--- config.mk ---
export PLATFORM = sky130hd
export DESIGN_NAME = serial_mag_comparator
export DESIGN_NICKNAME = d
export VERILOG_FILES = /design/src/rtl/cmp_pkg.sv /design/src/rtl/cmp_slice_2bit.sv /design/src/rtl/serial_mag_comparator.sv
export SDC_FILE = /design/constraint.sdc
export NUM_CORES = 1
export LEC_CHECK = 0
export CAP_MARGIN = 20
export CORE_AREA = 2 2 39 41
export CTS_CLUSTER_SIZE = 16
export DETAILED_ROUTE_END_ITERATION = 10
export DIE_AREA = 0 0 41 43
export PLACE_DENSITY = 0.83
export SLEW_MARGIN = 40
export SYNTH_ARGS = -nofsm -noshare
export SYNTH_HDL_FRONTEND = slang
export SYNTH_SLANG_ARGS = --single-unit
--- constraint.sdc ---
create_clock -name clk -period 4.2 [get_ports clk]
set_input_delay 0.84 -clock clk [delete_from_list [all_inputs] [get_ports clk]]
set_output_delay 0.84 -clock clk [all_outputs]
set_load 0.05 [all_outputs]
--- src/rtl/cmp_pkg.sv ---
// Shared types and sizing helpers for the serial magnitude comparator.
// Results are one-hot {lout,gout,eout}.
package cmp_pkg;

  typedef enum logic [1:0] {
    IDLE = 2'd0,
    RUN  = 2'd1,
    DONE = 2'd2
  } state_t;

  typedef logic [2:0] res_t;

  localparam res_t RES_LT = 3'b100;
  localparam res_t RES_GT = 3'b010;
  localparam res_t RES_EQ = 3'b001;

  function automatic int nslice(input int width);
    return width / 2;
  endfunction

  // A one-slice compare still needs a 1-bit counter.
  function automatic int cnt_width(input int n);
    return (n <= 1) ? 1 : $clog2(n);
  endfunction

endpackage

--- src/rtl/cmp_slice_2bit.sv ---
// Combinational 2-bit unsigned magnitude compare of one operand slice.
module cmp_slice_2bit (
  input  logic [1:0] a,
  input  logic [1:0] b,
  output logic       lt,
  output logic       gt,
  output logic       eq
);

  assign lt = (a < b);
  assign gt = (a > b);
  assign eq = (a == b);

endmodule

--- src/rtl/serial_mag_comparator.sv ---
// Serial magnitude comparator: consumes WIDTH-bit operands as 2-bit slices, MSB first.
// Optional macro SIGNED_CMP_EN: two's-complement compare (sign bit flipped on slice 0).
module serial_mag_comparator
  import cmp_pkg::*;
#(
  parameter int WIDTH = 8
) (
  input  logic       clk,
  input  logic       rst,
  input  logic       start,
  input  logic       lin,
  input  logic       gin,
  input  logic       ein,
  input  logic       slice_valid,
  input  logic [1:0] x_slice,
  input  logic [1:0] y_slice,
  output logic       slice_ready,
  output logic       busy,
  output logic       done,
  output logic       lout,
  output logic       gout,
  output logic       eout
);

  localparam int NSLICE = nslice(WIDTH);
  localparam int CW     = cnt_width(NSLICE);
  localparam logic [CW-1:0] LAST = CW'(NSLICE - 1);

  state_t        state_q, state_d;
  logic [CW-1:0] cnt_q;
  res_t          run_q, run_next, res_q;
  logic          accept, last_slice;
  logic [1:0]    xs, ys;
  logic          s_lt, s_gt, s_eq;

  assign accept     = (state_q == RUN) && slice_valid;
  assign last_slice = accept && (cnt_q == LAST);

`ifdef SIGNED_CMP_EN
  // Flipping the sign bit of the MSB slice maps two's complement onto unsigned order.
  always_comb begin
    xs = x_slice;
    ys = y_slice;
    if (cnt_q == '0) begin
      xs[1] = ~x_slice[1];
      ys[1] = ~y_slice[1];
    end
  end
`else
  assign xs = x_slice;
  assign ys = y_slice;
`endif

  cmp_slice_2bit u_slice (
    .a  (xs),
    .b  (ys),
    .lt (s_lt),
    .gt (s_gt),
    .eq (s_eq)
  );

  always_comb begin
    run_next = run_q;
    if (run_q == RES_EQ) begin
      if (s_lt)      run_next = RES_LT;
      else if (s_gt) run_next = RES_GT;
      else if (s_eq) run_next = RES_EQ;
    end
  end

  always_ff @(posedge clk) begin
    if (rst) state_q <= IDLE;
    else     state_q <= state_d;
  end

  always_comb begin
    state_d = state_q;
    case (state_q)
      IDLE:    if (start) state_d = RUN;
      RUN:     if (last_slice) state_d = DONE;
      DONE:    state_d = IDLE;
      default: state_d = IDLE;
    endcase
  end

  always_comb begin
    slice_ready = (state_q == RUN);
    busy        = (state_q == RUN) || (state_q == DONE);
    done        = (state_q == DONE);
  end

  always_ff @(posedge clk) begin
    if (rst) begin
      cnt_q <= '0;
      run_q <= RES_EQ;
      res_q <= '0;
    end else begin
      if (state_q == IDLE && start) begin
        cnt_q <= '0;
        if (lin)      run_q <= RES_LT;
        else if (gin) run_q <= RES_GT;
        else          run_q <= RES_EQ;
      end
      if (accept) begin
        cnt_q <= cnt_q + CW'(1);
        run_q <= run_next;
      end
      if (last_slice) res_q <= run_next;
    end
  end

  assign {lout, gout, eout} = res_q;

endmodule
==> flow_summary.toml, run 1 <==
[global_routing]
grt_max_degree = 9
grt_overflow = 0
grt_pass1_vias = 510
antenna_found_initial = 0
grt_pass1_wl_mm = 1.87
grt_usage_pct = 14.9

[worst_setup_path]
startpoint_type = "flip-flop"
arrival_ps = 1840
worst_setup_path_end_kind = "primary output"
cp_cell_sequence = "inv_1, ha_1, clkdlybuf4s50_1"
path_class = "flip-flop to primary output"
ff2ff_setup_slack_ps = 2660
cpPeakStageDelay_ps = 790
cp_slowest_cell = "clkdlybuf4s50_1"
worstRegToRegCells = 6
r2r_start = "state_q[0]"
cp.required_ps = 3360
r2r-end = "state_q[1]"
cp_max_fo = 4

[drt]
totalWireLength_mm = 1.13
wire_per_inst_um = 10.9
firstDrtPassIters = 4
vias = 530
via_per_inst = 5.15
drc = 0
drtIter0Drc = 5
antenna_left = 0

[die]
rows = 14
die-width_um = 41
die_y_um = 43
pin_count = 17
die-area_um2 = 1760
core_um2 = 1380
floorplan.initialDensity_pct = 43.9

[logic_synthesis]
yosys_warnings = 0
syn_inst = 70
synth.largest_area_cell = "dfxtp_1"
synth_top_area_share_pct = 33.0
ys_seq_area_share_pct = 33.0
yosys-top-cells-area = "dfxtp_1 33%, ha_1 16%, a21oi_1 4.9%"
ys_seq_elements = 10
synthesis.area_um2 = 607
syn-num-nets = 89
avgSynthCellArea_um2 = 8.67
synth.distinct_cells = 22

[cells_and_area]
final_cell_mix = "15 x clkdlybuf4s50_1, 10 x dfxtp_1, 8 x nor2_1, 8 x ha_1"
final_nets = 108
area_growth_pct = 31.1
diodes = 0
layout_commonest_cell = "clkdlybuf4s50_1"
seqCellArea_um2 = 200
nFillCells = 130
multi_input_area_um2 = 377
drive_above_1_share_pct = 8.05

[hold_path]
min_path_cells = 2
hp-start = "res_q[0]"
hold_path.class = "flip-flop to flip-flop"
worst_hold_path.endpoint = "res_q[0]"

[sta]
tightest_slew_ps = 494
period_share_pct = 63.7
fin_skew_ps = 3.09
fin_crit_ps = 2680
fmaxAchievable_ghz = 0.373
rsz0062_at_grt = "no"
maxSlewViolCount = 0
timing.slew.headroom_pct = 67.0
finalSetupTns_ps = 0
hold_viol = 0
finalSetupViolCount = 0

[power_and_ir_drop]
seq_power_share_pct = 31.7
p_total_mw = 0.428
pwr-share-comb_pct = 53.3
switching_share_pct = 43.8
pwr-share-clk_pct = 15.0
p_leak_nw = 0.343
internal_power_mw = 0.240
peakVddDrop_v = 0.000497
p_per_area_nw_per_um2 = 538
p_switching_mw = 0.188

[clocking]
postCtsSetupRepairBufs = 0
clock_sinks = 10
htreeDepth = 1
cts_made_buffers = 3
cts_buffer_depth = 2
clock-root-buffer = "clkbuf_4"
clk_pin_slew_ps = 60
cts_tree = "yes"
cts_hold_buf = 0
cts_resized = 0
insertion_delay_ps = 260

[job]
cap_viol_max_count = 0

[run_status]
status = "finished, final reports clean"

[placement]
dp.final_hpwl_um = 929
io_buffers = 15
place.gp.congestion = 0.751
[sequential cells by signal, summed over array words and instances (netlist names)]
name,cells
res_q,3
cnt_q,2
run_q,3
state_q,2
[per-layer routing]
| layer | vias up | GRT usage (%) | share of wire, % |
|---|---|---|---|
| met1 | 236 | 17.6 | 43 |
| met5 | - | 0 | 0 |
| met3 | 2 | 3.14 | 5.2 |
| met2 | 14 | 25.6 | 50 |
| li1 | 278 | - | - |
| met4 | 0 | 4.00 | 1.4 |
[worst max-delay path, delay by kind of cell (launching register included)]
kind	cells	cell delay (ps)
adders and majority gates	1	280
DFF	1	390
buffers and inverters	2	900
[power by group through the flow]
| stage | combinational (mW) | clock (mW) | sequential, mW |
|---|---|---|---|
| 6_report | 0.228 | 0.0641 | 0.136 |
| 5_1_grt | 0.249 | 0.0696 | 0.138 |
| 4_1_cts | 0.230 | 0.0642 | 0.136 |
| 3_5_place_dp | 0.228 | 0 | 0.138 |
| 3_3_place_gp | 0.222 | 0 | 0.136 |
| 2_1_floorplan | 0.179 | 0 | 0.132 |
[metrics by stage]
step	utilization [%]	worst slack, ps	area (um^2)	hold slack, ps	cells
after global routing	57.5	1460	796	478	103
after CTS	57.5	1510	796	462	103
after detailed placement	55.9	1780	773	454	100
after global placement	55.9	1810	773	451	100
after floorplan	-	2330	607	470	70
final	57.5	1520	796	457	103
[Yosys cell counts, drive strengths merged]
cell and number:
dfxtp 10, ha 8, nor2 8, inv 7, nand2 7, a21oi 6
nand3 3, nor2b 3, nor3 3, o21ai 3, mux2i 2, a211oi 1
a22oi 1, a311oi 1, and2 1, and3 1, clkbuf 1, nor4b 1
o2111a 1, o211ai 1, o311ai 1
[cells by family (layout without fill, tap and decap cells)]
family          after synthesis  after routing  share of synthesized area [%]
fa+ha+maj                     8              8                           16.5
simple gates                 27             27                           24.5
flops                        10             10                           33.0
mux                           2              2                           3.30
buf+inv                       8             25                           4.95
compound gates               15             15                           17.7
[area by class of cell]
| class | instances | area share, % |
|---|---|---|
| Sequential cell | 10 | 25.2 |
| Inverter | 7 | 3.30 |
| Clock buffer | 3 | 2.83 |
| Timing Repair Buffer | 15 | 18.9 |
| Tap cell | 16 | 2.52 |
| Multi-Input combinational cell | 52 | 47.3 |
[worst max-delay path by stage]
stage	startpoint	slack [ps]	cells after the start	endpoint
3_5_place_dp	y_slice[1]	1780	7	run_q[2]
2_1_floorplan	y_slice[1]	2330	6	run_q[1]
3_3_place_gp	y_slice[1]	1810	7	run_q[1]
5_1_grt	state_q[0]	1460	3	busy
6_report	state_q[0]	1520	3	busy
4_1_cts	state_q[0]	1510	3	busy
Power figures use the tool's default switching activity.
==> run 2: changes to the inputs <==
- CORE_AREA: 2 2 39 41 -> not set
- CORE_ASPECT_RATIO: not set -> 1.1
- CORE_UTILIZATION: not set -> 40
- DIE_AREA: 0 0 41 43 -> not set
- PLACE_DENSITY: 0.83 -> 0.77
- clock period: 4.2 -> 2.4 ns (I/O delays scaled with it)
==> run 2 against run 1 <==
Clock skew barely moved. Clock-buffer cell count rose by 1. Register-to-register slack got worse by 1800 ps. Flip-flop and latch count did not move.
==> flow_summary.toml, run 2 (same netlist as run 1, synthesis figures left out) <==
[power_and_ir_drop]
pwr-share-comb_pct = 50.6
seq_power_share_pct = 29.7
p_switching_mw = 0.333
p_per_area_nw_per_um2 = 974
switching_share_pct = 42.2
pwr-share-clk_pct = 19.7
internal_power_mw = 0.456
p_leak_nw = 0.350
peakVddDrop_v = 0.000723

[worst_setup_path]
cp_num_buf_inv = 2
cp_slowest_cell = "clkdlybuf4s50_1"
path_delay_family = "buffers and inverters"
r2r-end = "state_q[0]"
worstRegToRegCells = 6
r2r_start = "state_q[0]"
path_class = "flip-flop to primary output"
startpoint_type = "flip-flop"
arrival_ps = 1810
cpPeakStageDelay_ps = 790
cp_cell_sequence = "inv_1, ha_1, clkdlybuf4s50_1"
cp_max_fo = 4
ff2ff_setup_slack_ps = 910
worst_setup_path_end_kind = "primary output"
cp.required_ps = 1920

[cells_and_area]
seqCellArea_um2 = 200
final_cell_mix = "15 x clkdlybuf4s50_1, 10 x dfxtp_1, 8 x nor2_1, 8 x ha_1"
diodes = 0
multi_input_area_um2 = 377
fin_util_pct = 58.5
nFillCells = 132
top_regs = "res_q (3), run_q (3)"
drive_above_1_share_pct = 9.09
layout_commonest_cell = "clkdlybuf4s50_1"
final_nets = 108
area_growth_pct = 33.4

[drt]
firstDrtPassIters = 3
drtIter0Drc = 11
drc = 0
wire_per_inst_um = 11.4
vias = 540
totalWireLength_mm = 1.18
via_per_inst = 5.19
antenna_left = 0

[hold_path]
hold_path.class = "flip-flop to flip-flop"
worst_hold_path.endpoint = "res_q[0]"
min_path_cells = 2
hp-start = "res_q[0]"

[global_routing]
grt_overflow = 0
grt_pass1_wl_mm = 2.06
grt_pass1_vias = 537
grt_max_degree = 9
grt_busiest_layer = "met2"
antenna_found_initial = 0
met3_usage_pct = 4.71
met1_usage_pct = 19.0
use_met2_pct = 30.7
grt_usage_pct = 18.0

[sta]
fmaxAchievable_ghz = 0.436
tightest_slew_ps = 500
rsz0062_at_grt = "no"
fin_skew_ps = 2.69
period_share_pct = 95.6
finalSetupTns_ps = 0
hold_viol = 0
finalSetupViolCount = 0
maxSlewViolCount = 0
timing.slew.headroom_pct = 66.6
holdWs_ps = 454
fin_crit_ps = 2290

[clocking]
cts_resized = 0
cts_buffer_depth = 2
htreeDepth = 1
clock-root-buffer = "clkbuf_4"
clk_pin_slew_ps = 70
postCtsSetupRepairBufs = 0
cts_tree = "yes"
cts_hold_buf = 0
insertion_delay_ps = 270
clock_sinks = 10
cts_made_buffers = 3

[placement]
dp.final_hpwl_um = 952
io_buffers = 15
place.gp.congestion = 0.822

[die]
die-area_um2 = 1680
die-width_um = 39.1
core_um2 = 1380
pin_count = 17
floorplan.initialDensity_pct = 43.9
rows = 14
die_y_um = 42.9

[run_status]
status = "finished, final reports clean"

[job]
cap_viol_max_count = 0
-- run 2: per-layer routing --
| metal | part of all wire, % | vias up |
|---|---|---|
| met5 | 0 | - |
| met4 | 1.9 | 0 |
| met3 | 5.0 | 4 |
| met2 | 53 | 11 |
| met1 | 40 | 248 |
| li1 | - | 277 |
-- run 2: area by class of cell --
type / instances / area share, %
clock buffer: 4 / 4.48
tap: 16 / 2.47
sequential: 10 / 24.7
multi-input combinational: 52 / 46.5
inverter: 7 / 3.25
timing repair buffer: 15 / 18.5
-- run 2: worst max-delay path by stage --
stage	startpoint	to	slack (ps)	cells after the start
3_5_place_dp	y_slice[1]	run_q[2]	340	7
4_1_cts	state_q[0]	busy	90	3
5_1_grt	state_q[0]	busy	50	3
2_1_floorplan	state_q[1]	run_q[1]	760	6
3_3_place_gp	y_slice[1]	run_q[2]	360	7
6_report	state_q[0]	busy	110	3
-- run 2: metrics by stage --
| step | setup WS (ps) | instance area (um^2) | std cells | power (mW) |
|---|---|---|---|---|
| 2_1_floorplan | 756 | 607 | 70 | 0.544 |
| 3_3_place_gp | 362 | 773 | 100 | 0.630 |
| 3_5_place_dp | 345 | 773 | 100 | 0.639 |
| 4_1_cts | 93.0 | 810 | 104 | 0.797 |
| 5_1_grt | 50.9 | 810 | 104 | 0.844 |
| 6_report | 107 | 810 | 104 | 0.789 |
-- run 2: tightest hold or removal path, stage by stage, from the launching register on --
cell     delay [ps]
dfxtp_1         310
nand2_1          50
a21oi_1          50
-- run 2: power by group through the flow --
stage                     registers, mW  logic, mW  clock network, mW
after floorplan                   0.231      0.313                  0
after global placement            0.238      0.393                  0
after detailed placement          0.239      0.401                  0
after CTS                         0.235      0.403              0.160
after global routing              0.240      0.436              0.169
final                             0.234      0.399              0.156
